## src/rtl/horse_lights_pkg.sv

```systemverilog
// rtl/horse_lights_pkg.sv - shared types and constants for the running-light sequencer
package horse_lights_pkg;

    typedef enum logic [1:0] {
        MODE_FILL    = 2'd0,
        MODE_SPLIT   = 2'd1,
        MODE_SERIAL  = 2'd2,
        MODE_ROTATE  = 2'd3
    } mode_e;

    typedef enum logic {
        ST_IDLE = 1'b0,
        ST_RUN  = 1'b1
    } state_e;

    // Steps per pass for each mode; the serial mode adds its hold time on top.
    localparam int LEN_FILL        = 16;
    localparam int LEN_SPLIT       = 8;
    localparam int LEN_SERIAL_BASE = 8;
    localparam int LEN_ROTATE      = 8;

    localparam logic [7:0] SERIAL_SEQ = 8'b11110000;
    localparam logic [7:0] ROT_SEED   = 8'b11000000;

    // Index of the final step of a pass in mode m.
    function automatic logic [4:0] last_step(mode_e m, int hold_steps);
        case (m)
            MODE_FILL:   return 5'(LEN_FILL - 1);
            MODE_SPLIT:  return 5'(LEN_SPLIT - 1);
            MODE_SERIAL: return 5'(LEN_SERIAL_BASE + hold_steps - 1);
            default:     return 5'(LEN_ROTATE - 1);
        endcase
    endfunction

endpackage

```

## src/rtl/horse_lights_sched_if.sv

```systemverilog
// rtl/horse_lights_sched_if.sv - control and lamp bus between switches/keys and the sequencer
interface horse_lights_sched_if #(
    parameter int PASS_W = 1
) ();
    logic              start;
    logic              stop;
    logic              auto;
    logic [1:0]        S;
    logic [7:0]        Y;
    logic [1:0]        mode;
    logic [PASS_W-1:0] pass;
    logic              busy;
    logic              done;

    modport master (
        output start, stop, auto, S,
        input  Y, mode, pass, busy, done
    );

    modport slave (
        input  start, stop, auto, S,
        output Y, mode, pass, busy, done
    );
endinterface

```

## src/rtl/horse_pattern_rom.sv

```systemverilog
// rtl/horse_pattern_rom.sv - combinational lamp pattern lookup by mode and step
module horse_pattern_rom
    import horse_lights_pkg::*;
(
    input  mode_e      mode_i,
    input  logic [4:0] step_i,
    output logic [7:0] y_o
);

    // Pattern for the given step; Y[7] is the leftmost lamp.
    always_comb begin
        y_o = 8'h00;
        case (mode_i)
            MODE_FILL: begin
                // Fill from the left, then drain from the left.
                if (step_i < 5'd8) y_o = ~(8'hFF >> (step_i + 5'd1));
                else               y_o = 8'hFF >> (step_i - 5'd7);
            end
            MODE_SPLIT: begin
                case (step_i[2:0])
                    3'd0:    y_o = 8'b10000001;
                    3'd1:    y_o = 8'b11000011;
                    3'd2:    y_o = 8'b11100111;
                    3'd3:    y_o = 8'b11111111;
                    3'd4:    y_o = 8'b01111110;
                    3'd5:    y_o = 8'b00111100;
                    3'd6:    y_o = 8'b00011000;
                    default: y_o = 8'b00000000;
                endcase
            end
            MODE_SERIAL: begin
                // Sequence shifts in one lamp per step, then is held whole.
                if (step_i < 5'd8) y_o = SERIAL_SEQ & ~(8'hFF >> (step_i + 5'd1));
                else               y_o = SERIAL_SEQ;
            end
            default: begin
                // Rotate right; a left shift of 8 contributes nothing at step 0.
                y_o = (ROT_SEED >> step_i[2:0]) | (ROT_SEED << (4'd8 - {1'b0, step_i[2:0]}));
            end
        endcase
    end

endmodule

```

## src/rtl/horse_lights_sched.sv

```systemverilog
// rtl/horse_lights_sched.sv - running-light sequencer: step prescaler, mode/pass FSM, lamp register
module horse_lights_sched
    import horse_lights_pkg::*;
#(
    parameter int TICK_DIV   = 25_000_000,
    parameter int REPEAT     = 2,
    parameter int HOLD_STEPS = 4
) (
    input  logic                  clk,
    input  logic                  reset,
    horse_lights_sched_if.slave   bus
);

    localparam int PASS_W = (REPEAT > 1) ? $clog2(REPEAT) : 1;
    localparam int CNT_W  = (TICK_DIV > 1) ? $clog2(TICK_DIV) : 1;
    localparam logic [PASS_W-1:0] PASS_LAST = PASS_W'(REPEAT - 1);
    localparam logic [CNT_W-1:0]  CNT_LAST  = CNT_W'(TICK_DIV - 1);

    state_e            state_q, state_d;
    mode_e             mode_q,  mode_d;
    logic [PASS_W-1:0] pass_q,  pass_d;
    logic [4:0]        step_q,  step_d;
    logic [CNT_W-1:0]  cnt_q,   cnt_d;
    logic              auto_q,  auto_d;
    logic              done_q,  done_d;
    logic [7:0]        y_q,     y_d;
    logic [7:0]        rom_y;
    logic              tick;

    assign tick = (cnt_q == CNT_LAST);

    // Looks up the pattern of the next step so the lamp register updates with the step.
    horse_pattern_rom u_rom (
        .mode_i (mode_d),
        .step_i (step_d),
        .y_o    (rom_y)
    );

    // State, counters and lamp register.
    always_ff @(posedge clk) begin
        if (reset) begin
            state_q <= ST_IDLE;
            mode_q  <= MODE_FILL;
            pass_q  <= '0;
            step_q  <= '0;
            cnt_q   <= '0;
            auto_q  <= 1'b0;
            done_q  <= 1'b0;
            y_q     <= 8'h00;
        end else begin
            state_q <= state_d;
            mode_q  <= mode_d;
            pass_q  <= pass_d;
            step_q  <= step_d;
            cnt_q   <= cnt_d;
            auto_q  <= auto_d;
            done_q  <= done_d;
            y_q     <= y_d;
        end
    end

    // Next-state: start acceptance, per-tick step/pass/mode advance, abort and completion.
    always_comb begin
        state_d = state_q;
        mode_d  = mode_q;
        pass_d  = pass_q;
        step_d  = step_q;
        cnt_d   = cnt_q;
        auto_d  = auto_q;
        done_d  = 1'b0;
        case (state_q)
            ST_IDLE: begin
                if (bus.start && !bus.stop) begin
                    state_d = ST_RUN;
                    auto_d  = bus.auto;
                    mode_d  = bus.auto ? MODE_FILL : mode_e'(bus.S);
                    pass_d  = '0;
                    step_d  = '0;
                    cnt_d   = '0;
                end
            end
            ST_RUN: begin
                if (bus.stop) begin
                    state_d = ST_IDLE;
                end else if (!tick) begin
                    cnt_d = cnt_q + CNT_W'(1);
                end else begin
                    cnt_d = '0;
                    if (step_q != last_step(mode_q, HOLD_STEPS)) begin
                        step_d = step_q + 5'd1;
                    end else if (pass_q != PASS_LAST) begin
                        pass_d = pass_q + PASS_W'(1);
                        step_d = '0;
                    end else if (auto_q && mode_q != MODE_ROTATE) begin
                        mode_d = mode_e'(mode_q + 2'd1);
                        pass_d = '0;
                        step_d = '0;
                    end else begin
                        state_d = ST_IDLE;
                        done_d  = 1'b1;
                    end
                end
            end
        endcase
    end

    // Lamps are dark whenever the sequencer is (or is about to be) idle.
    always_comb begin
        y_d = (state_d == ST_RUN) ? rom_y : 8'h00;
    end

    assign bus.Y    = y_q;
    assign bus.mode = mode_q;
    assign bus.pass = pass_q;
    assign bus.busy = (state_q == ST_RUN);
    assign bus.done = done_q;

endmodule

```

## src/flat_wrapper.sv

```systemverilog
// flat-port wrapper written by rule: the top's interface ports become plain ports
module horse_lights_sched_flat import horse_lights_pkg::*;
#(
    parameter int TICK_DIV   = 25_000_000,
    parameter int REPEAT     = 2,
    parameter int HOLD_STEPS = 4
)
  (clk, reset, bus_start, bus_stop, bus_auto, bus_S, bus_Y, bus_mode, bus_pass, bus_busy, bus_done);
  horse_lights_sched_if #(.PASS_W(((REPEAT > 1) ? $clog2(REPEAT) : 1))) bus_i ();
  input  logic clk;
  input  logic reset;
  input wire logic [$bits(bus_i.start)-1:0] bus_start;
  input wire logic [$bits(bus_i.stop)-1:0] bus_stop;
  input wire logic [$bits(bus_i.auto)-1:0] bus_auto;
  input wire logic [$bits(bus_i.S)-1:0] bus_S;
  output wire logic [$bits(bus_i.Y)-1:0] bus_Y;
  output wire logic [$bits(bus_i.mode)-1:0] bus_mode;
  output wire logic [$bits(bus_i.pass)-1:0] bus_pass;
  output wire logic [$bits(bus_i.busy)-1:0] bus_busy;
  output wire logic [$bits(bus_i.done)-1:0] bus_done;
  assign bus_i.start = bus_start;
  assign bus_i.stop = bus_stop;
  assign bus_i.auto = bus_auto;
  assign bus_i.S = bus_S;
  assign bus_Y = bus_i.Y;
  assign bus_mode = bus_i.mode;
  assign bus_pass = bus_i.pass;
  assign bus_busy = bus_i.busy;
  assign bus_done = bus_i.done;
  horse_lights_sched #(.TICK_DIV(TICK_DIV), .REPEAT(REPEAT), .HOLD_STEPS(HOLD_STEPS)) u_core (.clk(clk), .reset(reset), .bus(bus_i));
endmodule
```

## config.mk

```make
export PLATFORM = sky130hd
export DESIGN_NAME = horse_lights_sched_flat
export DESIGN_NICKNAME = d
export VERILOG_FILES = /design/src/rtl/horse_lights_pkg.sv /design/src/rtl/horse_lights_sched_if.sv /design/src/rtl/horse_pattern_rom.sv /design/src/rtl/horse_lights_sched.sv /design/src/flat_wrapper.sv
export SDC_FILE = /design/constraint.sdc
export NUM_CORES = 1
export LEC_CHECK = 0
export CAP_MARGIN = 20
export CELL_PAD_IN_SITES_DETAIL_PLACEMENT = 1
export CELL_PAD_IN_SITES_GLOBAL_PLACEMENT = 1
export CORE_MARGIN = 4
export CORE_UTILIZATION = 40
export CTS_CLUSTER_SIZE = 30
export DETAILED_ROUTE_END_ITERATION = 8
export GPL_TIMING_DRIVEN = 0
export PLACE_DENSITY_LB_ADDON = 0.25
export SYNTH_ARGS = -nofsm -noshare
export SYNTH_HDL_FRONTEND = slang
export SYNTH_SLANG_ARGS = --single-unit
export TNS_END_PERCENT = 100
```

## constraint.sdc

```tcl
create_clock -name clk -period 3.95 [get_ports clk]
set_clock_uncertainty 0.1 [all_clocks]
set_input_delay 0.5925 -clock clk [delete_from_list [all_inputs] [get_ports clk]]
set_output_delay 0.5925 -clock clk [all_outputs]
set_load 0.005 [all_outputs]
```

* After elaboration in Yosys (flattened, before gate mapping)
Index checks and enable logic that the tools add are counted.
Storage, ports and cells: word-level logic and storage cells 94, memory bits (writable) 0, input bits 7, memories kept 0, latch bits 0, ROM bits 0, output and inout port bits 13, flip-flop bits (word level) 44
Operators by class: multiply operators 0, reductions and logical operators 11, add/subtract/negate cells 7, muxes and demuxes 41, div/mod/pow operators 0, order comparisons 1, eq/ne operators 16, shifts and indexed selects 4, bitwise gates (word level) 6
Operators by type and width (count):
- 25-bit 2-to-1 mux | 3
- 8-bit case mux with 7 select lines | 1
- 25-bit case mux with 2 select lines | 1
- 5-bit 2-to-1 mux | 9
- 25-bit by 1-bit adder with 25-bit output, second input constant | 1
- 25-bit == test, second input constant | 1
- 8-bit case mux with 3 select lines | 1
- 8-bit 2-to-1 mux | 2
- 8-bit by 5-bit >> shifter with 8-bit output, first input constant | 2
- 2-bit 2-to-1 mux | 7
- 1-bit 2-to-1 mux | 12
- 5-bit by 1-bit adder with 5-bit output, second input constant | 2
- 5-bit case mux with 2 select lines | 1
- 3-bit == test, second input constant | 3
- 2-bit != test, second input constant | 4
- 8-bit NOT | 1
- 8-bit bitwise OR | 1
- 4-bit case mux with 2 select lines | 1
- 8-bit by 4-bit << shifter with 8-bit output, first input constant | 1
- 8-bit by 3-bit >> shifter with 8-bit output, first input constant | 1
- 3-bit by 2-bit == test with 1-bit output, second input constant | 2
- 6-bit OR reduction | 1
- 5-bit by 4-bit < comparator with 1-bit output, second input constant | 1
- 5-bit != test | 1
- 18 further kinds | 26

* Logic depth before layout (Yosys ltp)
Gate-level depths: netlist of the first run.
depth in word-level cells 15, mapped depth 17, depth with buffers taken out 16

* Hierarchy
From an unflattened synthesis of the first run, not the netlist that was laid out.
Unflattened totals: cells, all modules 364, area total of the unflattened synthesis 2997.9 µm²
Modules (own cells, without submodules):
- horse_lights_sched | cells each 263, sequential area each 880.8 µm², area an instance 2272.2 µm², times used 1
- horse_pattern_rom | cells each 101, sequential area each 0.0 µm², area an instance 725.7 µm², times used 1

* Worst setup path before layout of the first run
Ideal clock, no wire load.
kind reg2reg, start reg u_core.mode_q[0], in the netlist u_core.bus.mode[0], end reg u_core.y_q[3], in the netlist u_core.bus.Y[3], cell stages (with the launch flop) 18, setup slack 0.100 ns, setup time 0.060 ns, data required time 3.790 ns, period minus slack after synthesis 3.850 ns, arrival time 3.689 ns, path buffers 2, cell sequence dfxtp_1 > inv_1 > ha_1 > xnor2_1 > nand3b_2 > or2_0 > buf_2 > a31oi_1 > o21a_1 > a31oi_1 > inv_1 > ha_1 > clkbuf_1 > or2_1 > o21ai_0 > and4b_1 > a2111oi_0 > o221a_1
Between the ends: cells in the longest elaborated chain, start to end 15, elaborated cells on any way between the ends 54, classes of those cells add/sub (4); order compare (1); eq/ne (11); shift (4); mux (26); bitwise (3); reduce/logical (5)
Ends and longest elaborated chain:
- from (decl) | line horse_lights_sched.sv:20 | mode_e mode_q, mode_d;
- from (signal assigned) | line horse_lights_sched.sv:52 | mode_q <= mode_d;
- 2-bit == test or 2-bit zero test (tied branches) | line horse_lights_pkg.sv:27 | case (m)
- 4-bit case mux with 2 select lines | line horse_lights_pkg.sv:27
- 5-bit 2-to-1 mux | line horse_lights_sched.sv:85 | end else if (!tick) begin
- 5-bit 2-to-1 mux | line horse_lights_sched.sv:83 | if (bus.stop) begin
- 5-bit 2-to-1 mux | line horse_lights_sched.sv:71 | case (state_q)
- 5-bit != test | line horse_lights_sched.sv:89 | if (step_q != last_step(mode_q, HOLD_STEPS)) begin
- 5-bit 2-to-1 mux (*) | line horse_lights_sched.sv:89
- 5-bit 2-to-1 mux (*) | line horse_lights_sched.sv:85
- 5-bit 2-to-1 mux (*) | line horse_lights_sched.sv:83
- 5-bit case mux with 2 select lines (*) | line horse_lights_sched.sv:71
- named net u_core.step_d[1] | line horse_lights_sched.sv:22 | logic [4:0] step_q, step_d;
- 5-bit by 1-bit adder with 5-bit output | line horse_pattern_rom.sv:16 | if (step_i < 5'd8) y_o = ~(8'hFF >> (step_i + 5'd1));
- 8-bit by 5-bit >> shifter with 8-bit output | line horse_pattern_rom.sv:16
- 8-bit NOT | line horse_pattern_rom.sv:16
- 8-bit 2-to-1 mux | line horse_pattern_rom.sv:16
- 8-bit case mux with 3 select lines (*) | line horse_pattern_rom.sv:13 | case (mode_i)
- to (signal assigned) | line horse_lights_sched.sv:58 | y_q <= y_d;
- to (decl) | line horse_lights_sched.sv:26 | logic [7:0] y_q, y_d;
Mark *: on every way through the listed nets, which the timed path passes. The rest lies on a longest branch. The select of a mux whose other input is x is not followed. A chain may end at the register's enable or synchronous reset.

* Final worst setup path of the first run
Same ends and word-level chain as after synthesis.

==> results.sh, run 1 <==
export IMPL_outcome="completed"
export IMPL_crit_top_cell="ha_1"
export IMPL_final_max_slew_violation_count=0
export IMPL_final_hold_viol_count=0
export IMPL_yosysSeqAreaShare_pct=30.7
export IMPL_post_route_util_pct=49.1
export IMPL_startpoint_type="flop"
export IMPL_die_x_um=92.7
export IMPL_ys_top_cells_by_area="dfxtp_1, nor2_1, ha_1"
export IMPL_ant_nets=0
export IMPL_min_path_type="reg -> reg"
export IMPL_grtUsageTotal_pct=19.6
export IMPL_antennaDiodeCount=0
export IMPL_max_stage_delay_ns=0.42
export IMPL_cp_cell_sequence="inv_1 > ha_1 > xnor2_2 > nand3b_4 > or2_0 > buf_2 > a31o_2 > nand2_1 > ha_1 > nand2b_1 > nor2_1 > and4b_1 > a2111oi_2 > o221a_1"
export IMPL_area_growth_pct=17.5
export IMPL_yosys_register_bits=44
export IMPL_drt_initial_drc_count=124
export IMPL_rows=30
export IMPL_post_route_drc_count=0
export IMPL_finalCriticalPeriod_ns=3.70
export IMPL_cap_violations=0
export IMPL_die_area_mm2=0.00860
export IMPL_core_mm2=0.00687
export IMPL_finalSetupTns_ns=0
export IMPL_required_ns=4.08
export IMPL_numClockSinks=44
export IMPL_holdWs_ns=0.417
export IMPL_peakVddDrop_v=0.000140
export IMPL_ys_types=65
export IMPL_numPortBuffers=18
export IMPL_postSynthCellCount=366
export IMPL_synth_area_mm2=0.00287
export IMPL_yosys_area_top_type="dfxtp_1"
export IMPL_crit_arrival_ns=3.84
export IMPL_overflow=0
export IMPL_num_io_pins=20
export IMPL_first_global_vias=2805
export IMPL_path_clk_slew_ns=0.09
export IMPL_post_route_period_util_pct=93.7
export IMPL_fillers=849
export IMPL_grt_max_degree=15
export IMPL_drive_gt1_share_pct=11.2
export IMPL_grt_pass1_wl_um=13700
export IMPL_setup_viol=0
export IMPL_critPathBufInv=2
export IMPL_cp_max_fo=9
export IMPL_cts_root_buf="clkbuf_8"
export IMPL_h_tree_depth=2
export IMPL_worst_slack_ns=0.247
export IMPL_crit_type="reg -> reg"
export IMPL_antenna_found_initial=0
export IMPL_gp_congestion=0.861
export IMPL_via_per_inst=5.61
export IMPL_hold_buffers=0
export IMPL_num_vias=2741
export IMPL_wl_per_cell_um=16.4
export IMPL_synth_edf_count=0
export IMPL_cp_top_family="simple AND/OR/NAND/NOR gates"
export IMPL_end_kind="flop"
export IMPL_synth_top_cell_area_share_pct=30.7
export IMPL_cp_slowest_cell="dfxtp_2"
export IMPL_totalWireLength_um=8040
export IMPL_p_per_area_mw_per_mm2=266
export IMPL_synth_flop_cell="dfxtp_1"
export IMPL_synthArstFlopShare_pct=0
export IMPL_die_y_um=92.7
export IMPL_yosysWarningCount=0
export IMPL_syn_avg_cell_area_um2=7.84
export IMPL_clockBufferDepth=2
export IMPL_max_slew_margin_pct=49.5
export IMPL_preCtsSetupSlack_ns=-0.593
export IMPL_cts_tree="yes"
export IMPL_nNetsFinal=413
export IMPL_numCtsBuffers=5
export IMPL_initial_core_util_pct=41.8
export IMPL_max_freq_mhz=270
export IMPL_synth_fp_nets=387
export IMPL_hpwlAfterDp_um=6110
export IMPL_first_pass_iters=4
export IMPL_total_leakage_power_nw=1.20
export IMPL_clock_latency_ns=0.30
export IMPL_max_slew_worst_pin_slew_ns=0.755
[path summary, 6_finish.rpt]
check,startpoint,to,slack (ns),depth (start not counted)
hold / removal,u_core.cnt_q[22],u_core.cnt_q[22],0.42,1
hold reg to reg,u_core.cnt_q[22],u_core.cnt_q[22],0.42,1
setup reg to reg,u_core.bus.mode[0],u_core.bus.Y[3],0.25,14
setup / recovery,u_core.bus.mode[0],u_core.bus.Y[3],0.25,14
[flip-flops by register name, summed over array words and instances (netlist names)]
signal	flops
u_core.bus.Y	8
u_core.bus.mode	2
u_core.auto_q	1
u_core.bus.busy	1
u_core.cnt_q	25
u_core.step_q	5
u_core.bus.pass	1
u_core.bus.done	1
[cell families (layout without fill, tap and decap cells)]
group           Yosys count  count (layout)  synth area share (%)
simple gates            179             179                  33.6
xor+xnor                 19              19                  6.06
fa+ha+maj                14              14                  6.10
compound gates           79              79                  18.0
buf+inv                  26              53                  3.79
flops                    44              44                  30.7
mux                       5               5                  1.74
[cell usage after synthesis, types with 2 or more instances]
| library cell | instances |
|---|---|
| nor4_1 | 5 |
| or2_4 | 2 |
| a21oi_1 | 25 |
| inv_1 | 10 |
| mux2i_1 | 5 |
| buf_2 | 3 |
| o21a_1 | 3 |
| dfxtp_1 | 44 |
| nor3b_1 | 3 |
| or3b_1 | 2 |
| nand3_2 | 2 |
| nor2_1 | 50 |
| a22oi_1 | 3 |
| nand4_1 | 8 |
| a31o_2 | 2 |
| xor2_1 | 14 |
| nor4_2 | 3 |
| nand2b_1 | 7 |
| a211oi_1 | 2 |
| o21ai_0 | 16 |
| nor2b_1 | 7 |
| a21o_1 | 2 |
| and2_1 | 4 |
| nor3_1 | 11 |
| ha_1 | 14 |
| a311oi_1 | 2 |
| o2111ai_1 | 2 |
| o21ai_1 | 3 |
| nand2_1 | 39 |
| xnor2_1 | 4 |
| nand3_1 | 12 |
| or2_2 | 2 |
| a31oi_1 | 5 |
| and3_1 | 4 |
| a2111oi_0 | 2 |
| or3_1 | 5 |
| clkbuf_1 | 11 |
[cell type report]
cell class,instances,area [um^2],area share (%)
clock inverters,2,38.8,1.15
inverters,11,41.3,1.22
clock buffers,6,82.6,2.45
repair buffers,20,195,5.79
multi-input cells,296,1950,57.8
well taps,96,120,3.56
plain buffers,14,63.8,1.89
flip-flops and latches,44,882,26.1
[where the power goes]
part	internal [mW]	switching (mW)
logic	0.0278	0.0492
registers	0.447	0.00491
clock network	0.207	0.162
[placed cells by master (no fill, tap or decap), types with 4 or more instances in the layout]
cell and n:
ha_1 12, nor3_1 11, nand3_1 12, o21ai_0 16
xor2_1 14, nand2_1 39, a21oi_1 25, nand4_1 8
and3_1 4, mux2i_1 5, inv_1 9, nand2b_1 7
or3_1 5, clkdlybuf4s50_1 18, nor4_1 5, nor2_1 50
a31oi_1 4, clkbuf_1 10, and2_1 4, dfxtp_1 43
clkbuf_8 6, nor2b_1 6
[per-layer routing]
| metal | global-route usage [%] | vias to the layer above | part of all wire (%) |
|---|---|---|---|
| li1 | - | 1359 | - |
| met1 | 27.3 | 1342 | 50 |
| met2 | 32.1 | 34 | 46 |
| met3 | 3.17 | 6 | 2.7 |
| met4 | 3.66 | 0 | 0.98 |
| met5 | 0 | - | 0 |
[metrics by stage]
step           instances  total power, mW  cell area, um^2
2_1_floorplan        366            0.507             2870
3_3_place_gp         480            0.536             3170
3_5_place_dp         480            0.538             3170
4_1_cts              487            0.909             3320
5_1_grt              489            0.939             3370
6_report             489            0.899             3370
[timing repair]
| action | 4_1_cts | 5_1_grt |
|---|---|---|
| gates resized for setup | 5 | 9 |
| endpoints found under the hold margin | 0 | 0 |
| endpoints found under the setup margin | 8 | 8 |
| setup buffers | 0 | 2 |
No activity file was read; power rests on OpenSTA's default activity.
==> run 2, diff against run 1 <==
--- a/config.mk
+++ b/config.mk
@@ -6,5 +6,4 @@
 export NUM_CORES = 1
 export LEC_CHECK = 0
-export CAP_MARGIN = 20
 export CELL_PAD_IN_SITES_DETAIL_PLACEMENT = 1
 export CELL_PAD_IN_SITES_GLOBAL_PLACEMENT = 1
==> constraint.sdc (replaced) <==
create_clock -name clk -period 3.95 [get_ports clk]
set_clock_uncertainty 0.1 [all_clocks]
set_input_delay 0.395 -clock clk [delete_from_list [all_inputs] [get_ports clk]]
set_output_delay 0.395 -clock clk [all_outputs]
set_load 0.005 [all_outputs]
==> results of run 2 <==
The final DEF is identical to that of run 1; final timing and power are the same.
